[src/rtl/fir_filter_pkg.sv]
// fir_filter_pkg
//   Shared widths, types and the fixed coefficient table for the 16-tap
//   beamformer low-pass FIR. Imported by fir_filter and fir_adder_tree.
//   The table is symmetric, which gives linear phase. Its DC gain is 246.
package fir_filter_pkg;

  localparam int NUM_TAPS = 16;
  localparam int DIN_W    = 32;
  localparam int COEF_W   = 32;
  localparam int PROD_W   = 64;
  localparam int DOUT_W   = 96;

  typedef logic signed [DIN_W-1:0]  sample_t;
  typedef logic signed [COEF_W-1:0] coef_t;
  typedef logic signed [PROD_W-1:0] prod_t;
  typedef logic signed [DOUT_W-1:0] acc_t;

  localparam coef_t COEFFS [NUM_TAPS] = '{
    32'sd1,  32'sd3,  32'sd7,  32'sd12, 32'sd18, 32'sd24, 32'sd28, 32'sd30,
    32'sd30, 32'sd28, 32'sd24, 32'sd18, 32'sd12, 32'sd7,  32'sd3,  32'sd1
  };

  // Full-precision signed 32x32 product. Both operands are sign-extended
  // to 64 bits first, so the truncated 64-bit result is exact.
  function automatic prod_t tap_mul(input sample_t x, input coef_t c);
    return prod_t'(x) * prod_t'(c);
  endfunction

endpackage

[src/rtl/fir_adder_tree.sv]
// fir_adder_tree
//   Combinational balanced sum of N signed products into one signed
//   OUT_W-bit result. Each product is sign-extended to OUT_W at the leaves,
//   so no level can overflow. The leaf count is rounded up to a power of
//   two, and the padding leaves are zero.
// Ports:
//   prod_in  in   N x IN_W  packed signed products, element 0 = tap 0
//   sum_out  out  OUT_W     signed sum of all products
module fir_adder_tree
  import fir_filter_pkg::*;
#(
  parameter int N     = NUM_TAPS,
  parameter int IN_W  = PROD_W,
  parameter int OUT_W = DOUT_W
) (
  input  logic [N-1:0][IN_W-1:0] prod_in,
  output logic [OUT_W-1:0]       sum_out
);

  localparam int LVLS   = (N > 1) ? $clog2(N) : 1;
  localparam int LEAVES = 1 << LVLS;

  // Heap layout: node 0 is the root, and the children of node j are
  // 2j+1 and 2j+2. The leaves occupy LEAVES-1 .. 2*LEAVES-2.
  logic signed [OUT_W-1:0] node [2*LEAVES-1];

  always_comb begin
    for (int j = 0; j < LEAVES; j++) begin
      if (j < N) node[LEAVES-1+j] = OUT_W'($signed(prod_in[j]));
      else       node[LEAVES-1+j] = '0;
    end
    // Walk the internal nodes from the bottom up, so both children are final.
    for (int j = LEAVES-2; j >= 0; j--) begin
      node[j] = node[2*j+1] + node[2*j+2];
    end
    sum_out = node[0];
  end

endmodule

[src/rtl/fir_filter.sv]
// fir_filter
//   Fixed-coefficient, direct-form, 16-tap FIR low-pass filter. The filter
//   takes one signed sample per clock and produces one full-precision signed
//   result per clock. It never stalls.
//   Pipeline: delay line x -> product regs p -> adder tree -> data_out reg.
//   A sample captured at edge k reaches data_out, weighted by COEFFS[0],
//   after edge k+2.
// Ports:
//   clk       in   1       system clock, rising edge
//   rst       in   1       synchronous active-high reset, clears all state
//   data_in   in   DIN_W   signed sample, captured every edge
//   data_out  out  DOUT_W  signed filtered result, registered
module fir_filter
  import fir_filter_pkg::*;
#(
  parameter int NUM_TAPS = fir_filter_pkg::NUM_TAPS,
  parameter int DIN_W    = fir_filter_pkg::DIN_W,
  parameter int COEF_W   = fir_filter_pkg::COEF_W,
  parameter int DOUT_W   = fir_filter_pkg::DOUT_W
) (
  input  logic              clk,
  input  logic              rst,
  input  logic [DIN_W-1:0]  data_in,
  output logic [DOUT_W-1:0] data_out
);

  // These overrides exist only to document the interface. The coefficient
  // table and tap_mul are sized by the package, so any override must keep
  // the package values.
  localparam int P_W = DIN_W + COEF_W;

  logic [NUM_TAPS-1:0][DIN_W-1:0] x_q, x_d;
  logic [NUM_TAPS-1:0][P_W-1:0]   p_q, p_d;
  logic [DOUT_W-1:0]              dout_q, dout_d;
  logic [DOUT_W-1:0]              tree_sum;

  // Delay line and multiply stage.
  always_comb begin
    x_d    = x_q;
    p_d    = p_q;
    x_d[0] = data_in;
    for (int i = 1; i < NUM_TAPS; i++) begin
      x_d[i] = x_q[i-1];
    end
    for (int i = 0; i < NUM_TAPS; i++) begin
      p_d[i] = tap_mul(sample_t'(x_q[i]), COEFFS[i]);
    end
  end

  fir_adder_tree #(
    .N     (NUM_TAPS),
    .IN_W  (P_W),
    .OUT_W (DOUT_W)
  ) u_tree (
    .prod_in (p_q),
    .sum_out (tree_sum)
  );

  always_comb begin
    dout_d = tree_sum;
  end

  // Reset takes priority over capture and discards the whole history.
  always_ff @(posedge clk) begin
    if (rst) begin
      x_q    <= '0;
      p_q    <= '0;
      dout_q <= '0;
    end else begin
      x_q    <= x_d;
      p_q    <= p_d;
      dout_q <= dout_d;
    end
  end

  assign data_out = dout_q;

endmodule

[config.mk]
export PLATFORM = sky130hd
export DESIGN_NAME = fir_filter
export DESIGN_NICKNAME = d
export VERILOG_FILES = /design/src/rtl/fir_filter_pkg.sv /design/src/rtl/fir_adder_tree.sv /design/src/rtl/fir_filter.sv
export SDC_FILE = /design/constraint.sdc
export NUM_CORES = 2
export LEC_CHECK = 0
export CAP_MARGIN = 40
export CORE_AREA = 2 2 485 584
export CTS_CLUSTER_DIAMETER = 60
export CTS_CLUSTER_SIZE = 28
export DETAILED_ROUTE_END_ITERATION = 8
export DIE_AREA = 0 0 487 586
export PLACE_DENSITY = 0.53
export SYNTH_ARGS = -nofsm -noshare
export SYNTH_HDL_FRONTEND = slang
export SYNTH_SLANG_ARGS = --single-unit
[constraint.sdc]
create_clock -name clk -period 9 [get_ports clk]
set_input_delay 1.8 -clock clk [delete_from_list [all_inputs] [get_ports clk]]
set_output_delay 1.8 -clock clk [all_outputs]
set_load 0.01 [all_outputs]
# After elaboration in Yosys (flattened, before gate mapping)
# Cells that the tools add are included.
[word_totals] register_bits=1192 latchBits=0 ramBits=0 romBits=0 inputBits=34 output_inout_bits=96 word_cells=72 mem_count=0
[classes] add_sub_neg=15 n_mul=14 n_div=0 n_lt_le_gt_ge=0 n_eq_ne=0 n_shift=0 mux=0 n_bitwise=0 reduce_logical=0
[op_table] cell="adder 96 bit" n=7
[op_table] cell="multiplier 32 x 3 -> 35 bit, second input constant" n=6
[op_table] cell="adder 38 x 38 -> 39 bit" n=4
[op_table] cell="multiplier 32 x 5 -> 37 bit, second input constant" n=4
[op_table] cell="multiplier 32 x 4 -> 36 bit, second input constant" n=4
[op_table] cell="adder 36 x 37 -> 38 bit" n=1
[op_table] cell="adder 37 x 36 -> 38 bit" n=1
[op_table] cell="adder 32 x 35 -> 36 bit" n=1
[op_table] cell="adder 35 x 32 -> 36 bit" n=1

# Depth between registers and ports, before layout
[depth] depth_word=4 depth_mapped=34 depth_no_buf=32

# Modules after synthesis
# A second synthesis with hierarchy kept.
[unflattened] hier_cells=9940 area_unflattened_um2=91963.2
[by_module_without_submodules] mod="fir_filter" n_inst=1 cells_per_inst=6950 area_each_um2=64057.7 seq_area_each_um2=22501.6
[by_module_without_submodules] mod="fir_adder_tree" n_inst=1 cells_per_inst=2990 area_each_um2=27905.5 seq_area_each_um2=0.0

# Least setup slack after synthesis
# OpenSTA, ideal clock, no wires.
[synth_path] path_kind="reg-to-reg" start="reg, netlist name x_d[256]" end="reg dout_q[56], in the netlist data_out[56]" setup_time_ns=0.070 arrival_ns=7.102 required_time_ns=8.930 setup_slack_ns=1.828 stages_incl_launch_ff=34 path_buffers=1 period_less_slack_ns=7.172 cell_sequence="dfxtp_1 -> ha_1 -> inv_1 -> fa_1 -> nor2b_1 -> o31ai_1 -> a21oi_1 -> o211ai_1 -> a31oi_1 -> o41ai_2 -> o21ai_1 -> a211oi_1 -> nor2_1 -> a221oi_2 -> xor2_1 -> fa_1 -> inv_1 -> fa_1 -> fa_1 -> inv_1 -> fa_1 -> inv_1 -> ha_1 -> a21o_1 -> a21o_1 -> a21o_1 -> nand2_1 -> nand2_1 -> a221o_1 -> o21bai_1 -> a31oi_1 -> nand3b_1 -> buf_2 -> a21oi_1"
[synth_rtl] item="end signal, assigned" line_no="fir_filter.sv:72" source="dout_q <= dout_d;"
[synth_rtl] item="end, declared" line_no="fir_filter.sv:34" source="logic [DOUT_W-1:0] dout_q, dout_d;"

==> results by group <==
Worst setup path
  • Longest individual stage delay on the worst path: 550 ps
  • Type of the setup path with the least slack: reg -> reg
  • CP arrival: 9240 ps
  • Cell at the slowest stage of the critical path: fa_1
  • Worst path required time: 9700 ps
  • Critical path endpoint category: register
  • Startpoint kind of the worst setup timing path: register
  • Crit-path max FO: 26
  • Most numerous cell on the critical path: fa_1

STA
  • Final Setup Violations: 0
  • Fin Hold WS: 440 ps
  • Final TNS setup: 0 ps
  • Max-slew violations: 0
  • Setup clock skew after layout: 85.5 ps
  • Time the worst path needs with I/O delays and setup: 8540 ps
  • Maximum achievable frequency: 117 MHz
  • Endpoints failing hold: 0
  • Worst slew pin tran: 1010 ps
  • RSZ-0062 raised after global routing: false
  • Worst path setup slack after routing: 460 ps
  • Relative max-transition margin: 32.4%
  • Final period utilization: 94.9%

Power
  • Portion of total power attributed to sequential cells: 45.6%
  • Highest ir drop seen on vdd: 0.138 mV
  • Leakage Power: 47.0 nW
  • Clock share of power: 45.0%
  • Net Sw Frac: 28.5%
  • Internal power of the cells: 8.06 mW
  • Power per cell area: 121 nW/µm²
  • Part of the power in combinational logic: 9.3%
  • Switching power: 3.21 mW

Logic synthesis
  • Share of synthesized registers carrying an async set or reset: 0%
  • Compound-cell area share of the yosys netlist: 15.8%
  • Part of the Yosys area used for sequential elements: 26.9%
  • Post-synthesis adder-cell area fraction: 29.8%
  • Cell count after synthesis: 9344
  • Post-synthesis share of cell area spent on and, or, nand and nor gates: 13.8%
  • Fraction of synthesized cell area in xor and xnor cells: 6.98%
  • Predominant post-synthesis flop cell: dfxtp_1
  • YS warnings: 0
  • Proportion of netlist area held by the largest area contributor: 26.9%
  • Mux cell area share after synthesis: 0.205%
  • Unique cell type count in the Yosys netlist: 83
  • Post-synth net total: 11100
  • Synthesis-stage register bit count: 1124
  • Cell type contributing the most total cell area after synthesis: dfxtp_1
  • Avg Cell Area, Syn: 8.94 µm²
  • Post-synth EDFFs: 0
  • Combinational family with the most area after synthesis: adder cells
  • Post-Synthesis Cell Area: 83600 µm²
  • Largest cells by area after synthesis: dfxtp_1, ha_1, fa_1

Layout
  • Layout-stage area growth over the synthesis result: 11.5%
  • Count of nets after finishing: 11200
  • Filler cell count: 28700
  • Commonest non-fill, non-tap cell in the layout: inv_1
  • Area used by multi-input combinational logic: 55600 µm²
  • Layout cells sized above 1: 3.28%
  • Storage cell area: 22500 µm²
  • Highest-count cells in the layout ignoring fill and taps: inv_1, ha_1, dfxtp_1

Global route
  • GRT met2 Usage: 30.7%
  • Wire length of the first global-routing pass: 373000 µm
  • Largest net degree at the start of global routing: 167
  • Met3 global-route usage: 1.65%
  • GRT Resource Usage Total: 16.6%
  • Met1 global-route usage: 19.8%
  • Global routing's busiest layer: met2
  • Remaining global-route overflow: 0
  • Initial antenna violation count: 14
  • Vias in the first global route: 66900

Clock tree
  • CTS root buf: clkbuf_16
  • Sink Count: 1124
  • Clock insertion delay at the later pin of the skew report: 800 ps
  • Clock slew at the register clock pins of the worst setup and hold paths: 90 ps
  • CTS Hold Buffers Added: 0
  • Clock buffers created by TritonCTS: 103
  • Maximum number of buffers from clock root to sink: 3
  • TritonCTS clock tree: built
  • Post-CTS Setup Inserts: 0
  • Post-cts resize count: 0
  • Number of levels the H-tree was split into: 3

Flow run
  • Max-capacitance violation count: 0

Drt
  • WL final: 239000 µm
  • Routed length per instance: 18.1 µm
  • Vias per std cell: 4.82
  • Number of nets with antenna violations after routing: 0
  • First-iteration detailed-routing DRC count: 2724
  • DRC violations left: 0
  • Iteration count of the initial detailed-routing pass: 7
  • Total number of vias: 63600

Die
  • Effective utilization at floorplan: 29.9%
  • Count of boundary I/O pins: 130
  • Die area: 285000 µm²
  • Core box area: 280000 µm²
  • Cell row count: 213
  • Die width: 487 µm
  • Chip height: 586 µm

Status
  • Result of the run: finished clean

Placement
  • Port-buffer cells: 129
  • DP Worst Slack: 495 ps
  • HPWL after detailed placement: 198000 µm
  • Global placement routability congestion: 0.920

Min path
  • Worst Hold Class: reg -> reg
==> synthesized netlist by cell type, drive strengths merged (11+ instances only) <==
cell / number
nand2b: 93
a221oi: 18
or3: 37
or2: 27
nor2: 892
a41oi: 16
a21oi: 655
a31o: 16
o21bai: 91
o31a: 15
and4: 12
nand3: 114
xnor2: 380
o31ai: 35
a211oi: 67
o21ai: 328
and3: 77
and2: 45
fa: 487
nand4: 51
inv: 1279
o21a: 80
nor2b: 524
nor4: 13
o211ai: 38
dfxtp: 1124
a2111oi: 15
nor3b: 18
a311o: 11
a31oi: 84
a211o: 12
clkbuf: 167
nor3: 116
xor2: 286
ha: 1208
nand2: 318
a21boi: 17
a21o: 420
==> final cells by class <==
class | count | area share, %
flip-flops and latches | 1124 | 24.2
inverters | 1279 | 5.15
repair buffers | 166 | 1.78
well taps | 3655 | 4.91
clock buffers | 115 | 2.93
diodes | 3 | 0.00806
clock inverters | 80 | 1.34
multi-input cells | 6770 | 59.7
==> stage by stage <==
| stage | total power [mW] | utilization [%] | cell area, µm² | instances |
|---|---|---|---|---|
| 2_1_floorplan | 5.85 | - | 83600 | 9344 |
| 3_3_place_gp | 6.31 | 31.9 | 89100 | 13000 |
| 3_5_place_dp | 6.33 | 31.9 | 89200 | 13000 |
| 4_1_cts | 11.5 | 33.3 | 93100 | 13200 |
| 5_1_grt | 11.7 | 33.3 | 93100 | 13200 |
| 6_report | 11.3 | 33.3 | 93200 | 13200 |
==> final timing paths <==
| path | startpoint | depth (start not counted) | endpoint | slack, ps |
|---|---|---|---|---|
| max | x_d[256]$_SDFF_PP0_ | 33 | data_out[94]$_SDFF_PP0_ | 460 |
| min | x_q[482]$_SDFF_PP0_ | 1 | p_q[962]$_SDFF_PP0_ | 440 |
| max reg2reg | x_d[256]$_SDFF_PP0_ | 33 | data_out[94]$_SDFF_PP0_ | 460 |
| min reg2reg | x_q[482]$_SDFF_PP0_ | 1 | p_q[962]$_SDFF_PP0_ | 440 |
==> power groups by stage <==
stage	Combinational (mW)	Sequential, mW	Clock (mW)
2_1_floorplan	0.598	5.25	0
3_3_place_gp	1.05	5.26	0
3_5_place_dp	1.06	5.26	0
4_1_cts	1.07	5.15	5.25
5_1_grt	1.17	5.15	5.42
6_report	1.05	5.14	5.08
==> registers in the layout (all words and copies together), names as in the netlist <==
name      cells
x_d         448
p_q         548
x_q          32
data_out     96
==> metal layers <==
layer / vias up / wire length [µm]
met5: - / 13
met4: 2 / 8410
met3: 344 / 7000
met2: 905 / 121000
met1: 30800 / 103000
li1: 31600 / -
==> cells by family after synthesis <==
family                   Yosys count
AND/OR/NAND/NOR                 2361
adder cells (fa/ha/maj)         1695
flip-flops                      1124
buffers and inverters           1450
AO/OA/AOI/OAI                   2032
multiplexers                      16
XOR/XNOR                         666
==> worst max-delay path: cells and delay by family (launching register included) <==
| kind | cells | cell delay (ps) |
|---|---|---|
| AOI/OAI and AO/OA | 15 | 4210 |
| adders and majority gates | 7 | 2780 |
| buffers and inverters | 5 | 520 |
| and+or+nand+nor | 5 | 470 |
| DFF | 1 | 340 |
| xor gates and xnor gates | 1 | 120 |
Note: power is estimated with default switching activity, not from simulation.
